[config.mk]
export PLATFORM = sky130hd
export DESIGN_NAME = stream_mux_rr
export DESIGN_NICKNAME = d
export VERILOG_FILES = /design/src/rtl/stream_mux_rr.sv
export SDC_FILE = /design/constraint.sdc
export NUM_CORES = 1
export LEC_CHECK = 0
export ABC_AREA = 1
export CAP_MARGIN = 15
export CORE_MARGIN = 1.5
export CORE_UTILIZATION = 40
export CTS_BUF_LIST = sky130_fd_sc_hd__clkbuf_2 sky130_fd_sc_hd__clkbuf_4 sky130_fd_sc_hd__clkbuf_8
export CTS_CLUSTER_DIAMETER = 60
export DETAILED_ROUTE_END_ITERATION = 8
export PLACE_DENSITY = 0.9
export SLEW_MARGIN = 0
export SYNTH_ARGS = -nofsm -noshare
export SYNTH_HDL_FRONTEND = slang
export SYNTH_SLANG_ARGS = --single-unit
[constraint.sdc]
create_clock -name clk -period 5.55 [get_ports clk]
set_input_delay 0.555 -clock clk [delete_from_list [all_inputs] [get_ports clk]]
set_output_delay 0.555 -clock clk [all_outputs]
set_load 0.01 [all_outputs]
[src/rtl/stream_mux_rr.sv]
// N-input valid/ready stream multiplexer with a registered output stage.
// Round-robin or forced-select arbitration; a channel keeps the output until its packet's last beat.
module stream_mux_rr #(
   parameter int unsigned N  = 4,
   parameter int unsigned W  = 8,
   parameter int unsigned SW = $clog2(N)
) (
   input  logic            clk,
   input  logic            rst,
   input  logic [N*W-1:0]  in_data,
   input  logic [N-1:0]    in_valid,
   input  logic [N-1:0]    in_last,
   output logic [N-1:0]    in_ready,
   input  logic            sel_mode,
   input  logic [SW-1:0]   sel,
   output logic [W-1:0]    out_data,
   output logic            out_valid,
   output logic            out_last,
   output logic [SW-1:0]   out_sel,
   input  logic            out_ready
);

   typedef enum logic {
      ST_IDLE   = 1'b0,
      ST_LOCKED = 1'b1
   } state_t;

   state_t          r_state;
   state_t          w_state_nxt;
   logic [SW-1:0]   r_ptr;
   logic [SW-1:0]   r_lock_ch;
   logic [W-1:0]    r_out_data;
   logic            r_out_valid;
   logic            r_out_last;
   logic [SW-1:0]   r_out_sel;

   logic [SW-1:0]   w_g;
   logic            w_gnt;
   logic            w_load_en;
   logic            w_xfer;
   logic [W-1:0]    w_g_data;
   logic            w_g_last;
   int unsigned     w_dist;
   int unsigned     w_best;

   assign w_load_en = !r_out_valid || out_ready;
   assign w_xfer    = w_gnt && w_load_en;

   // Grant: locked channel, forced select, or nearest valid channel after r_ptr.
   always_comb begin
      w_g    = '0;
      w_gnt  = 1'b0;
      w_dist = 0;
      w_best = N;
      if (r_state == ST_LOCKED) begin
         for (int unsigned i = 0; i < N; i++) begin
            if (SW'(i) == r_lock_ch && in_valid[i]) begin
               w_g   = SW'(i);
               w_gnt = 1'b1;
            end
         end
      end else if (sel_mode) begin
         for (int unsigned i = 0; i < N; i++) begin
            if (SW'(i) == sel && in_valid[i]) begin
               w_g   = SW'(i);
               w_gnt = 1'b1;
            end
         end
      end else begin
         for (int unsigned i = 0; i < N; i++) begin
            w_dist = (i + 2 * N - 32'(r_ptr) - 1) % N;
            if (in_valid[i] && w_dist < w_best) begin
               w_best = w_dist;
               w_g    = SW'(i);
               w_gnt  = 1'b1;
            end
         end
      end
   end

   // Payload of the granted channel and the one-hot accept.
   always_comb begin
      w_g_data = '0;
      w_g_last = 1'b0;
      in_ready = '0;
      for (int unsigned i = 0; i < N; i++) begin
         if (SW'(i) == w_g) begin
            w_g_data    = in_data[i*W +: W];
            w_g_last    = in_last[i];
            in_ready[i] = w_xfer && !rst;
         end
      end
   end

   always_comb begin
      w_state_nxt = r_state;
      if (r_state == ST_IDLE) begin
         if (w_xfer && !w_g_last) w_state_nxt = ST_LOCKED;
      end else begin
         if (w_xfer && w_g_last) w_state_nxt = ST_IDLE;
      end
   end

   always_ff @(posedge clk) begin
      if (rst) r_state <= ST_IDLE;
      else     r_state <= w_state_nxt;
   end

   // Output register, round-robin pointer and lock owner.
   always_ff @(posedge clk) begin
      if (rst) begin
         r_out_data  <= '0;
         r_out_valid <= 1'b0;
         r_out_last  <= 1'b0;
         r_out_sel   <= '0;
         r_ptr       <= SW'(N - 1);
         r_lock_ch   <= '0;
      end else begin
         if (w_load_en) begin
            r_out_valid <= w_xfer;
            if (w_xfer) begin
               r_out_data <= w_g_data;
               r_out_last <= w_g_last;
               r_out_sel  <= w_g;
            end
         end
         if (w_xfer && w_g_last) r_ptr <= w_g;
         if (r_state == ST_IDLE && w_xfer && !w_g_last) r_lock_ch <= w_g;
      end
   end

   assign out_data  = r_out_data;
   assign out_valid = r_out_valid;
   assign out_last  = r_out_last;
   assign out_sel   = r_out_sel;

endmodule

==> impl_metrics.tcl <==
set metrics [dict create \
    status "finished clean" \
    die_w_um 60.26 \
    switching_share_pct 49.27 \
    crit_path_max_fanout 18 \
    placedInstanceArea_mm2 0.001966 \
    synth_fp_nets 261 \
    fin_skew_ns 0.004973 \
    drc 0 \
    powerDensity_mw_per_mm2 513.1 \
    final_layout_size_suffix_gt1_share_pct 8.029 \
    power.switching_mw 0.5046 \
    cts.htree.levels 1 \
    hold_end "out_data[1]" \
    yosys_warnings 0 \
    min_from "out_data[1]" \
    p_int_mw 0.5195 \
    slew_headroom_pct 75.31 \
    hold_viol 0 \
    combPwrFrac_pct 72.1 \
    drtIter0Drc 95 \
    grt_pass1_wl_um 6099 \
    seqPwrFrac_pct 21.1 \
    io_pins 62 \
    die_h_um 60.26 \
    post-route-min-period_ns 4.998 \
    cts_tree "done" \
    critPathCaptureType "primary output" \
    maxCapViolCount 0 \
    holdPathStages 2 \
    area_growth_pct 52.19 \
    synth_xor_xnor_area_share_pct 0.6679 \
    syn_area_per_cell_um2 6.185 \
    clkSlewWorstSetupHoldPaths_ns 0.09 \
    rr_endpoint "out_data[3]" \
    cts_resized 0 \
    fp-row-count 20 \
    syn_area_mm2 0.001311 \
    worst_pin_slew_ns 0.3692 \
    synthAdderAreaFrac_pct 2.863 \
    grt_pass1_vias 1509 \
    viasPerCell 4.950 \
    regArea_um2 340.3 \
    cts_buffers 3 \
    clk-insertion-delay-late_ns 0.28 \
    r2r_setup_slack_ns 1.70 \
    fin_tns_setup_ns 0 \
    synth_simple_gate_area_share_pct 45.52 \
    peakVddDrop_mv 0.2794 \
    synth_cells 212 \
    synth_top_family_by_area "simple AND/OR/NAND/NOR gates" \
    post_drt_wl_per_cell_um 11.70 \
    cts_setup_buffers 0 \
    slew_violations 0 \
    placement.io_buffers 61 \
    firstDrtPassIters 4 \
    power_mw 1.024 \
    ant_nets 0 \
    synth_compound_area_share_pct 14.98 \
    rsz0062_at_grt "false" \
    fin_util_pct 64.84 \
    power_frac_clock_pct 6.8 \
    ys_types 31 \
    synth.area.mux_share_pct 0 \
    multiInputGateArea_um2 839.6 \
    finalWirelength_um 3720 \
    hold_path.class "reg -> reg" \
    nets 324 \
    die_area_mm2 0.003631 \
    cts.sinks 17 \
    cp.arrival_ns 4.44 \
    rr_worst_depth 29 \
    hold_buffers 0 \
    clock_path_buffers 2 \
    synth.ff_latch_count 17 \
    yosysSeqAreaShare_pct 25.95 \
    finalSetupViolCount 0 \
    holdWs_ns 0.4721 \
    antenna_found_initial 0 \
    cellLeakagePower_nw 0.8932 \
    fin_crit_sh_pct 90.05 \
    grt_max_degree 19 \
    start_util_pct 42.60 \
    final_design_area_no_fill_mm2 0.001996 \
    cts_root_buf "clkbuf_4" \
    grt_use_total_pct 22.24 \
    n_fill_cell 290 \
    fmax_ghz 0.2001 \
    startpoint_type "input pin" \
    core-area_mm2 0.003078 \
    r2r-start "r_ptr[0]" \
    grt_overflow_total 0 \
    critical_path_class "in -> out" \
    cp.required_ns 4.99 \
    dp_hpwl_um 2994 \
    antenna_cells 0 \
    gp_congestion 0.8995 \
    vias 1574 \
]
-- registers in the layout, summed over array words and instances (netlist names), named ones only --
register / count
out_data: 8
out_last: 1
r_lock_ch: 2
r_ptr: 2
out_sel: 2
out_valid: 1
-- placed cells by master, fill, tap and decap left out, types with 2 or more instances in the layout --
cell type / count
nand3_2: 2
nand2_2: 5
a21oi_1: 13
nor3_1: 3
ha_1: 3
nand4_1: 3
clkdlybuf4s50_1: 61
nand2_1: 63
o21ai_1: 8
clkbuf_4: 4
nor2_4: 2
nand3_1: 33
o21ai_0: 3
or2_0: 7
o31ai_1: 2
buf_4: 2
nor2_1: 5
inv_1: 24
dfxtp_1: 17
inv_2: 3
-- power groups by stage --
stage               sequential [mW]  combinational (mW)  clock, mW
floorplan                     0.229               0.491          0
global placement              0.216               0.720          0
detailed placement            0.217               0.738          0
CTS                           0.216               0.742     0.0719
global route                  0.223               0.829     0.0781
finish                        0.216               0.739     0.0696
-- worst max-delay path by stage --
stage,from,to,slack (ns),cells past startpoint
CTS,in_valid[0],in_ready[3],0.55,28
floorplan,r_ptr[1],in_ready[0],1.82,27
global route,in_valid[0],in_ready[3],0.12,28
finish,in_valid[0],in_ready[3],0.55,28
global placement,in_valid[0],in_ready[3],0.76,28
detailed placement,in_valid[0],in_ready[3],0.59,28
-- critical path: stages --
cell and delay [ns]:
clkdlybuf4s50_1 0.53, nand2_1 0.07, ha_1 0.26, nand2_1 0.06
nand2_1 0.05, nand2_1 0.06, nand2_1 0.06, inv_2 0.06
nor2_1 0.05, a22oi_1 0.21, ha_1 0.28, nand2_1 0.07
nand2_1 0.05, nand2_1 0.07, nand2_1 0.08, nand2_1 0.08
o21ai_0 0.08, ha_1 0.28, nand2_1 0.06, nand2_1 0.05
nand2_1 0.08, nand2_1 0.07, nand2_2 0.08, nand2_2 0.08
nand2_4 0.19, nand2_1 0.18, nor2_1 0.13, clkdlybuf4s50_1 0.54
-- cells in the mapped netlist, drive strengths merged --
cell type	count	share of area, %
a22oi	1	0.57
clkbuf	2	0.57
a21oi	14	5.6
buf	3	1.4
a21boi	1	1.4
nand4	3	1.4
nand3b	1	0.57
o32ai	1	0.67
a32o	1	0.76
o31ai	2	1.1
nand3	35	14
or2	8	3.8
dfxtp	17	26
nor2	7	3.1
nor3	3	1.1
o21ai	11	4.2
xnor2	1	0.67
ha	3	2.9
clkinv	1	0.29
nand2	69	21
inv	27	7.7
o211ai	1	0.57
-- area by class of cell --
| type | instances | share of cell area (%) |
|---|---|---|
| multi-input cells | 162 | 42.07 |
| repair buffers | 63 | 31.35 |
| flip-flops and latches | 17 | 17.05 |
| inverters | 28 | 5.266 |
| well taps | 44 | 2.759 |
| clock buffers | 4 | 1.505 |
-- layer usage --
metal,GRT usage [%],wire length (um),vias up
met4,7.937,57,0
met1,22.77,1515,692
met5,0,0,-
met2,42.39,1867,52
li1,-,-,824
met3,6.061,280,6
-- metrics by stage --
stage | setup WS, ns | instances
5_1_grt | 0.1235 | 318
2_1_floorplan | 1.816 | 212
3_3_place_gp | 0.7588 | 314
3_5_place_dp | 0.5895 | 314
6_report | 0.5520 | 318
4_1_cts | 0.5516 | 318
-- cell families (layout without fill, tap and decap cells) --
logic type,count (synthesis),after routing
compound gates,32,32
flops,17,17
buf+inv,33,95
xor+xnor,1,1
simple gates,126,126
fa+ha+maj,3,3
(Power assumes the default switching activity.)
